## config.mk

```make
export PLATFORM = sky130hd
export DESIGN_NAME = fruitninja_rom_arbiter_flat
export DESIGN_NICKNAME = d
export VERILOG_FILES = /design/src/rtl/fruitninja_rom_arbiter_if.sv /design/src/rtl/fruitninja_rom_arbiter.sv /design/src/flat_wrapper.sv
export SDC_FILE = /design/constraint.sdc
export NUM_CORES = 1
export LEC_CHECK = 0
export BUFFER_PORTS_ARGS = -buffer_cell sky130_fd_sc_hd__buf_2
export CORE_AREA = 2 2 76 78
export CTS_CLUSTER_DIAMETER = 60
export CTS_CLUSTER_SIZE = 8
export DETAILED_ROUTE_END_ITERATION = 10
export DIE_AREA = 0 0 78 80
export GPL_TIMING_DRIVEN = 0
export PLACE_DENSITY = 0.79
export SLEW_MARGIN = 20
export SYNTH_ARGS = -nofsm -noshare
export SYNTH_HDL_FRONTEND = slang
export SYNTH_SLANG_ARGS = --single-unit
```

## constraint.sdc

```tcl
create_clock -name vga_clk_i -period 8.5 [get_ports vga_clk_i]
set_input_delay 1.7 -clock vga_clk_i [delete_from_list [all_inputs] [get_ports vga_clk_i]]
set_output_delay 1.7 -clock vga_clk_i [all_outputs]
set_load 0.02 [all_outputs]
```

## src/rtl/fruitninja_rom_arbiter_if.sv

```systemverilog
// Bundles the VGA scan, pixel-query and ROM signals of the background ROM arbiter.
// The slave modport is the arbiter's view; the master modport drives it (VGA, game logic, ROM).
interface fruitninja_rom_arbiter_if;
   logic [9:0]  DrawX;
   logic [9:0]  DrawY;
   logic        blank;
   logic        q_req;
   logic [9:0]  q_x;
   logic [9:0]  q_y;
   logic        q_ack;
   logic [7:0]  q_index;
   logic        q_oob;
   logic        q_busy;
   logic [18:0] rom_address;
   logic [7:0]  rom_q;
   logic [7:0]  pix_index;

   modport slave (
      input  DrawX, DrawY, blank, q_req, q_x, q_y, rom_q,
      output q_ack, q_index, q_oob, q_busy, rom_address, pix_index
   );

   modport master (
      output DrawX, DrawY, blank, q_req, q_x, q_y, rom_q,
      input  q_ack, q_index, q_oob, q_busy, rom_address, pix_index
   );
endinterface

```

## src/rtl/fruitninja_rom_arbiter.sv

```systemverilog
// Shares the 640x480 background ROM between scan-out (2-cycle fixed latency, never stalled)
// and a pixel query port served only in blanking (ack 3 edges after accept, +1 per blanked ISSUE cycle).
module fruitninja_rom_arbiter (
   input  logic                     vga_clk_i,
   input  logic                     reset_i,
   fruitninja_rom_arbiter_if.slave  rom_if
);

   typedef enum logic [1:0] {
      IDLE    = 2'd0,
      ISSUE   = 2'd1,
      CAPTURE = 2'd2,
      DONE    = 2'd3
   } state_t;

   state_t      state_q, state_d;
   logic [18:0] q_addr_q, q_addr_d;
   logic        q_ack_q, q_ack_d;
   logic [7:0]  q_index_q, q_index_d;
   logic        q_oob_q, q_oob_d;
   logic        d_vis_q;
   logic [7:0]  pix_index_q;

   // x + y*640 without a multiplier: y*640 = (y<<9) + (y<<7)
   function automatic logic [18:0] pix_addr(input logic [9:0] x, input logic [9:0] y);
      return {9'd0, x} + {y, 9'd0} + {2'd0, y, 7'd0};
   endfunction

   logic [18:0] disp_addr;
   logic [18:0] req_addr;
   logic        req_in_bounds;

   assign disp_addr     = pix_addr(rom_if.DrawX, rom_if.DrawY);
   assign req_addr      = pix_addr(rom_if.q_x, rom_if.q_y);
   assign req_in_bounds = (rom_if.q_x < 10'd640) && (rom_if.q_y < 10'd480);

   always_comb begin
      rom_if.rom_address = 19'd0;
      if (rom_if.blank) begin
         rom_if.rom_address = disp_addr;
      end else if (state_q == ISSUE) begin
         rom_if.rom_address = q_addr_q;
      end
   end

   always_comb begin
      state_d   = state_q;
      q_addr_d  = q_addr_q;
      q_ack_d   = q_ack_q;
      q_index_d = q_index_q;
      q_oob_d   = q_oob_q;
      unique case (state_q)
         IDLE: begin
            if (rom_if.q_req) begin
               if (req_in_bounds) begin
                  q_addr_d = req_addr;
                  state_d  = ISSUE;
               end else begin
                  q_index_d = 8'h00;
                  q_oob_d   = 1'b1;
                  q_ack_d   = 1'b1;
                  state_d   = DONE;
               end
            end
         end
         ISSUE: begin
            // Active video owns the ROM; retry until a blanking cycle.
            if (!rom_if.blank) begin
               state_d = CAPTURE;
            end
         end
         CAPTURE: begin
            q_index_d = rom_if.rom_q;
            q_oob_d   = 1'b0;
            q_ack_d   = 1'b1;
            state_d   = DONE;
         end
         DONE: begin
            q_ack_d = 1'b0;
            state_d = IDLE;
         end
         default: begin
            state_d = IDLE;
         end
      endcase
   end

   always_ff @(posedge vga_clk_i or posedge reset_i) begin
      if (reset_i) begin
         state_q     <= IDLE;
         q_addr_q    <= 19'd0;
         q_ack_q     <= 1'b0;
         q_index_q   <= 8'h00;
         q_oob_q     <= 1'b0;
         d_vis_q     <= 1'b0;
         pix_index_q <= 8'h00;
      end else begin
         state_q     <= state_d;
         q_addr_q    <= q_addr_d;
         q_ack_q     <= q_ack_d;
         q_index_q   <= q_index_d;
         q_oob_q     <= q_oob_d;
         d_vis_q     <= rom_if.blank;
         pix_index_q <= d_vis_q ? rom_if.rom_q : 8'h00;
      end
   end

   assign rom_if.q_ack     = q_ack_q;
   assign rom_if.q_index   = q_index_q;
   assign rom_if.q_oob     = q_oob_q;
   assign rom_if.q_busy    = (state_q != IDLE);
   assign rom_if.pix_index = pix_index_q;

endmodule

```

## src/flat_wrapper.sv

```systemverilog
// flat-port wrapper written by rule: the top's interface ports become plain ports
module fruitninja_rom_arbiter_flat 
  (vga_clk_i, reset_i, rom_if_DrawX, rom_if_DrawY, rom_if_blank, rom_if_q_req, rom_if_q_x, rom_if_q_y, rom_if_rom_q, rom_if_q_ack, rom_if_q_index, rom_if_q_oob, rom_if_q_busy, rom_if_rom_address, rom_if_pix_index);
  fruitninja_rom_arbiter_if rom_if_i ();
  input  logic vga_clk_i;
  input  logic reset_i;
  input wire logic [$bits(rom_if_i.DrawX)-1:0] rom_if_DrawX;
  input wire logic [$bits(rom_if_i.DrawY)-1:0] rom_if_DrawY;
  input wire logic [$bits(rom_if_i.blank)-1:0] rom_if_blank;
  input wire logic [$bits(rom_if_i.q_req)-1:0] rom_if_q_req;
  input wire logic [$bits(rom_if_i.q_x)-1:0] rom_if_q_x;
  input wire logic [$bits(rom_if_i.q_y)-1:0] rom_if_q_y;
  input wire logic [$bits(rom_if_i.rom_q)-1:0] rom_if_rom_q;
  output wire logic [$bits(rom_if_i.q_ack)-1:0] rom_if_q_ack;
  output wire logic [$bits(rom_if_i.q_index)-1:0] rom_if_q_index;
  output wire logic [$bits(rom_if_i.q_oob)-1:0] rom_if_q_oob;
  output wire logic [$bits(rom_if_i.q_busy)-1:0] rom_if_q_busy;
  output wire logic [$bits(rom_if_i.rom_address)-1:0] rom_if_rom_address;
  output wire logic [$bits(rom_if_i.pix_index)-1:0] rom_if_pix_index;
  assign rom_if_i.DrawX = rom_if_DrawX;
  assign rom_if_i.DrawY = rom_if_DrawY;
  assign rom_if_i.blank = rom_if_blank;
  assign rom_if_i.q_req = rom_if_q_req;
  assign rom_if_i.q_x = rom_if_q_x;
  assign rom_if_i.q_y = rom_if_q_y;
  assign rom_if_i.rom_q = rom_if_rom_q;
  assign rom_if_q_ack = rom_if_i.q_ack;
  assign rom_if_q_index = rom_if_i.q_index;
  assign rom_if_q_oob = rom_if_i.q_oob;
  assign rom_if_q_busy = rom_if_i.q_busy;
  assign rom_if_rom_address = rom_if_i.rom_address;
  assign rom_if_pix_index = rom_if_i.pix_index;
  fruitninja_rom_arbiter u_core (.vga_clk_i(vga_clk_i), .reset_i(reset_i), .rom_if(rom_if_i));
endmodule
```

==> out/qor.txt, run 1 <==
Seq cells post-synth -> 40
Iter 0 DRT Violations -> 113
Tcrit/Tclk final -> 70.4%
Commonest cells post-synth -> nand2_1, ha_1, dfrtp_1
DP Area -> 3470 um2
r2r setup slk -> 6.26 ns
Pre-antenna DRT Iters -> 4
# IOs -> 90
critical path capture point type -> output pin
Yosys top cell by area -> dfrtp_1
slowest library cell on the worst path -> fa_1
IO buf count -> 89
clk root buf -> clkbuf_8
Max-Cap Viols -> 0
clk_skew -> 0.00949 ns
post-detailed-route wirelength per cell -> 13.3 um
Synth top area share -> 34.3%
Syn Area/Cell -> 9.25 um2
setup violators final -> 0
die width -> 78 um
Clock Pin Slew Worst Setup and Hold Paths -> 0.07 ns
TritonCTS clock tree -> done
area growth from synthesis to layout -> 21.9%
core area -> 5410 um2
Critical Path RT -> 6.80 ns
minimum clock period -> 5.98 ns
YS warnings -> 0
crit-path max cell delay -> 0.53 ns
CTS Buf Count -> 5
Clock Sinks -> 40
leakage power -> 1.91 nW
Max FO, Critical Path -> 3
crit path cell chain -> buf_2, inv_1, fa_1, inv_1, fa_1, a21o_2, a311oi_2, nor3_1, or3_1, a31o_1, buf_2
Distinct cells, synth -> 45
FFs w/ async S/R, synth -> 100%
via count of the first global-routing pass -> 2467
Reg-to-Reg Start -> u_core.state_q[1]
sequential share of the synthesized area -> 34.3%
f_max -> 167 MHz
initial antenna violation count -> 0
Total Die Area -> 6240 um2
Vias/cell -> 5.29
post-DP HPWL -> 5290 um
Hold Vio Cnt, Final -> 0
Setup crit end -> rom_if_rom_address[18]
GPL Wtd Cong -> 0.827
top cells by area, synth -> dfrtp_1, ha_1, nand2_1, a22o_1, o21ai_0
final instance area -> 3550 um2
share of cells above drive strength 1 -> 26.2%
Syn Inst Count -> 315
Core Util, Final -> 65.7%
CP Launch Type -> primary input
Setup crit start -> rom_if_DrawY[0]
CP Data Arrival Time -> 4.28 ns
DRT Wirelength -> 6420 um
number of synthesized flops with an enable pin -> 0
status -> finished clean
TNS Setup -> 0 ns
Slew HR -> 52.2%
Worst VDD drop -> 0.000127 V
Final ANT Viol Nets -> 0
Pwr Density -> 233 nW/um2
Syn Nets -> 415
largest net degree at the start of global routing -> 37
Setup Buffers After CTS -> 0
critical setup path kind -> in2out
Die Ht -> 80 um
Slew Viols, Final -> 0
n_diodes -> 0
RSZ-0062 raised after global routing -> no
Starting Density -> 53.9%
H-tree depth -> 2
Bufs on Longest Clock Path -> 2
Post-CTS Hold Fix Bufs -> 0
FP Rows -> 27
reg2reg path depth -> 7
clk_lat worst skew -> 0.29 ns
mapped cell area -> 2910 um2
worst-margin pin slew -> 0.711 ns
fin nets -> 512
Residual DRC -> 0
post-route total power -> 826 uW
grt total ovfl -> 0
Resized Gates After CTS -> 0
RR Endpoint -> u_core.q_addr_q[3]
first-pass GRT wire length -> 11000 um
Synth Flop Type -> dfrtp_1
Total Routing Usage GR -> 21.8%
most common cell in the netlist -> nand2_1
Vias -> 2562
Hold/Removal Path Class -> reg2reg
[worst max-delay path, delay by kind of cell]
kind / cells / cell delay [ns]
fa+ha+maj: 2 / 0.99
compound gates: 3 / 0.76
simple gates: 2 / 0.47
buf+inv: 4 / 0.36
[through the flow]
| stage | worst slack [ns] | hold WS, ns | std cells |
|---|---|---|---|
| 2_1_floorplan | 2.83 | 0.446 | 315 |
| 3_3_place_gp | 2.55 | 0.460 | 476 |
| 3_5_place_dp | 2.53 | 0.468 | 477 |
| 4_1_cts | 2.52 | 0.488 | 484 |
| 5_1_grt | 2.41 | 0.510 | 484 |
| 6_report | 2.52 | 0.483 | 484 |
[area by class of cell]
cell class	instances	area (um2)
well taps	72	90.1
clock buffers	5	68.8
clock inverters	2	12.5
fillers	480	1850
multi-input cells	248	1800
plain buffers	10	48.8
repair buffers	90	465
flip-flops and latches	40	1000
inverters	17	63.8
[flip-flops by register name, summed over array words and instances (netlist names)]
| name | flops |
|---|---|
| u_core.rom_if.q_oob | 1 |
| u_core.rom_if.q_ack | 1 |
| u_core.d_vis_q | 1 |
| u_core.state_q | 2 |
| u_core.rom_if.q_index | 8 |
| u_core.rom_if.pix_index | 8 |
| u_core.q_addr_q | 19 |
[where the power goes]
group          leakage, nW  switching (mW)  internal, mW  total, mW
sequential           0.500          0.0395         0.263      0.303
combinational         1.37           0.240         0.164      0.404
clock               0.0400          0.0637        0.0555      0.119
total                 1.91           0.343         0.483      0.826
[metal layers]
| metal | share of wire [%] | global-route usage (%) |
|---|---|---|
| met4 | 1.9 | 7.54 |
| met3 | 4.8 | 3.05 |
| met2 | 46 | 35.2 |
| met1 | 47 | 30.1 |
| met5 | 0 | 0 |
[kinds of logic after synthesis]
family	count (synthesis)	share of synthesized area, %
muxes	7	2.45
buffers and inverters	27	3.86
and+or+nand+nor	101	15.2
AOI/OAI and AO/OA	79	18.5
adders and majority gates	48	21.6
DFF	40	34.3
xor gates and xnor gates	13	3.91
[how the worst min path moves through the flow]
stage                             start                   to  slack, ns  depth (start not counted)
floorplan            u_core.q_addr_q[7]   u_core.q_addr_q[7]       0.45                          2
global placement     u_core.q_addr_q[0]   u_core.q_addr_q[0]       0.46                          2
detailed placement   u_core.q_addr_q[9]   u_core.q_addr_q[9]       0.47                          2
CTS                  u_core.q_addr_q[5]   u_core.q_addr_q[5]       0.49                          2
global route        u_core.q_addr_q[18]  u_core.q_addr_q[18]       0.51                          2
finish               u_core.q_addr_q[4]   u_core.q_addr_q[4]       0.48                          2
[layout by cell type, fill, tap and decap left out, drive strengths merged, types with 2 or more instances in the layout]
cell type / Yosys / routed
buf: 4 / 94
nand2: 70 / 70
ha: 44 / 44
dfrtp: 40 / 40
o21ai: 22 / 22
a21oi: 18 / 18
inv: 17 / 17
a22o: 15 / 15
clkbuf: 6 / 11
and2: 9 / 9
xor2: 8 / 8
nor2: 6 / 6
mux2i: 6 / 6
xnor2: 5 / 5
fa: 4 / 4
a21o: 4 / 4
nor2b: 3 / 3
o211ai: 3 / 3
and3: 3 / 3
a31o: 3 / 3
o21a: 2 / 2
nor4: 2 / 2
or3: 2 / 2
nand3: 2 / 2
a21boi: 2 / 2
Note: power is estimated with default switching activity, not from simulation.
==> run 2: changes to the inputs <==
--- a/config.mk
+++ b/config.mk
@@ -6,13 +6,13 @@
 export NUM_CORES = 1
 export LEC_CHECK = 0
 export BUFFER_PORTS_ARGS = -buffer_cell sky130_fd_sc_hd__buf_2
-export CORE_AREA = 2 2 76 78
+export CORE_AREA = 2 2 78 80
 export CTS_CLUSTER_DIAMETER = 60
 export CTS_CLUSTER_SIZE = 8
 export DETAILED_ROUTE_END_ITERATION = 10
-export DIE_AREA = 0 0 78 80
+export DIE_AREA = 0 0 80 82
 export GPL_TIMING_DRIVEN = 0
-export PLACE_DENSITY = 0.79
+export PLACE_DENSITY = 0.76
 export SLEW_MARGIN = 20
 export SYNTH_ARGS = -nofsm -noshare
 export SYNTH_HDL_FRONTEND = slang
==> constraint.sdc (replaced) <==
create_clock -name vga_clk_i -period 5.76 [get_ports vga_clk_i]
set_input_delay 1.152 -clock vga_clk_i [delete_from_list [all_inputs] [get_ports vga_clk_i]]
set_output_delay 1.152 -clock vga_clk_i [all_outputs]
set_load 0.02 [all_outputs]
==> run 2 against run 1 <==
  * Sequential power rose by 48%
  * Flip-flop and latch count did not move
  * Die area rose by 5.1%
  * Register-to-register slack got worse by 2.7 ns
  * Worst setup slack got worse by 1.6 ns
  * Combinational power rose by 48%
  * Critical path type unchanged
  * Largest power group unchanged
==> out/qor.txt, run 2 (synthesized netlist as in run 1, its figures left out) <==
status -> finished clean
via count of the first global-routing pass -> 2371 (-3.9%)
Resized Gates After CTS -> 0 (unchanged)
switching pwr -> 520 uW (+52%)
Total Die Area -> 6560 um2 (+5.1%)
clk_lat worst skew -> 0.30 ns (about the same)
Clock Power Share -> 18.5% (+4.1 points)
Max-Cap Viols -> 0 (unchanged)
post-detailed-route wirelength per cell -> 13.5 um (+1.5%)
Cell Int Power -> 762 uW (+58%)
critical path capture point type -> output pin
Max FO, Critical Path -> 3 (unchanged)
minimum clock period -> 4.88 ns
clk_skew -> 0.0144 ns (+0.00493 ns)
die width -> 80 um (+2.6%)
share of cells above drive strength 1 -> 26.4% (+0.18 points)
# fillers -> 514 (+7.1%)
setup violators final -> 0 (unchanged)
Critical Path RT -> 4.61 ns (-2.19 ns)
Bufs on Longest Clock Path -> 2 (unchanged)
Post-CTS Hold Fix Bufs -> 0 (unchanged)
Clock Sinks -> 40 (unchanged)
Hold Vio Cnt, Final -> 0 (unchanged)
most flop-heavy register -> u_core.q_addr_q
Slew Viols, Final -> 0 (unchanged)
switching share of total power -> 40.6% (-0.96 points)
IO buf count -> 89 (unchanged)
Hold/Removal Path Class -> reg2reg
Setup crit end -> rom_if_rom_address[18]
leakage power -> 1.93 nW (+0.94%)
clk root buf -> clkbuf_8
RR Endpoint -> u_core.q_addr_q[8]
Core Util, Final -> 62.6% (-3.1 points)
first-pass GRT wire length -> 10500 um (-4.6%)
CP Launch Type -> primary input
Starting Density -> 50.7% (-3.2 points)
TNS Setup -> 0 ns (unchanged)
commonest cells after routing, fill and taps aside -> buf_2, nand2_1, ha_1
FP Rows -> 28 (+3.7%)
Tcrit/Tclk final -> 84.8%
TritonCTS clock tree -> done
Pre-antenna DRT Iters -> 4 (unchanged)
Worst VDD drop -> 0.000207 V (+63%)
f_max -> 205 MHz
Vias -> 2572 (+0.39%)
Slew HR -> 51.6% (-0.55 points)
n_diodes -> 0 (unchanged)
Residual DRC -> 0 (unchanged)
initial antenna violation count -> 0 (unchanged)
max FFs per register -> 19 (unchanged)
combinational cell fraction of total power -> 46.6% (-2.3 points)
reg2reg path depth -> 7 (unchanged)
Total Routing Usage GR -> 20.3% (-1.4 points)
post-DP HPWL -> 5300 um (+0.25%)
critical setup path kind -> in2out
Pwr Density -> 357 nW/um2 (+53%)
core area -> 5750 um2 (+6.3%)
commonest non-fill, non-tap cell in the layout -> buf_2
grt total ovfl -> 0 (unchanged)
DRT Wirelength -> 6570 um (+2.4%)
r2r setup slk -> 3.54 ns (-2.72 ns)
area growth from synthesis to layout -> 23.4%
# IOs -> 90 (unchanged)
fin nets -> 512 (unchanged)
Setup Buffers After CTS -> 0 (unchanged)
CP Data Arrival Time -> 3.73 ns (-0.55 ns)
GPL Wtd Cong -> 0.827 (about the same)
Final ANT Viol Nets -> 0 (unchanged)
Clock Pin Slew Worst Setup and Hold Paths -> 0.08 ns (about the same)
Reg-to-Reg Start -> u_core.state_q[0]
Die Ht -> 82 um (+2.5%)
sequential share of power -> 34.9% (-1.8 points)
worst-margin pin slew -> 0.719 ns (+0.00814 ns)
H-tree depth -> 2 (unchanged)
worst hold margin -> 0.483 ns (-0.000289 ns)
Iter 0 DRT Violations -> 82 (-27%)
largest net degree at the start of global routing -> 22 (-41%)
Vias/cell -> 5.27 (-0.43%)
RSZ-0062 raised after global routing -> no
Setup crit start -> rom_if_DrawY[0]
CTS Buf Count -> 5 (unchanged)
[run 2: cell count changes in the layout (fill, tap and decap cells not counted), sizes merged]
cell	previous run	this run
bufinv	0	1
clkinv	1	0
inv	17	18
[run 2: layout make-up]
class	instances	area [um2]	share of cell area, %
Timing Repair Buffer	90	473	13.2
Sequential cell	40	1000	27.8
Buffer	10	48.8	1.36
Clock buffer	5	68.8	1.91
Inverter	17	63.8	1.77
Tap cell	75	93.8	2.61
Clock inverter	3	46.3	1.29
Multi-Input combinational cell	248	1800	50.1
[run 2: metrics by stage]
stage	instance area, um2	cells	worst slack [ns]	power [mW]
2_1_floorplan	2910	315	1.19	0.871
3_3_place_gp	3450	479	0.900	1.03
3_5_place_dp	3480	480	0.871	1.05
4_1_cts	3600	488	0.861	1.29
5_1_grt	3600	488	0.752	1.39
6_report	3600	488	0.875	1.28
[run 2: how the worst min path moves through the flow]
stage	startpoint	endpoint	slack [ns]	cells after the start
finish	u_core.q_addr_q[4]	u_core.q_addr_q[4]	0.48	2
floorplan	u_core.q_addr_q[7]	u_core.q_addr_q[7]	0.45	2
CTS	u_core.q_addr_q[4]	u_core.q_addr_q[4]	0.49	2
global route	u_core.q_addr_q[8]	u_core.q_addr_q[8]	0.51	2
global placement	u_core.q_addr_q[6]	u_core.q_addr_q[6]	0.46	2
detailed placement	u_core.q_addr_q[7]	u_core.q_addr_q[7]	0.46	2
[run 2: power groups by stage]
stage | registers (mW) | clock network, mW | logic (mW)
after floorplan | 0.482 | 0 | 0.389
after global placement | 0.448 | 0 | 0.582
after global routing | 0.461 | 0.252 | 0.674
final | 0.448 | 0.238 | 0.597
after CTS | 0.447 | 0.240 | 0.601
after detailed placement | 0.453 | 0 | 0.596
[run 2: layer usage]
metal	wire length, um	share of wire, %	vias up	track usage, %
li1	-	-	1300	-
met4	100	1.5	0	6.95
met3	328	5.0	7	2.75
met1	3020	46	1193	26.3
met5	0	0	-	0
met2	3120	48	72	35.2
[run 2: critical path, cell delays in order]
cell	delay (ns)
buf_2	0.09
inv_1	0.06
fa_1	0.54
inv_1	0.07
fa_1	0.45
a21o_2	0.25
a311oi_2	0.30
nor3_1	0.11
or3_1	0.35
a31o_1	0.20
buf_2	0.15
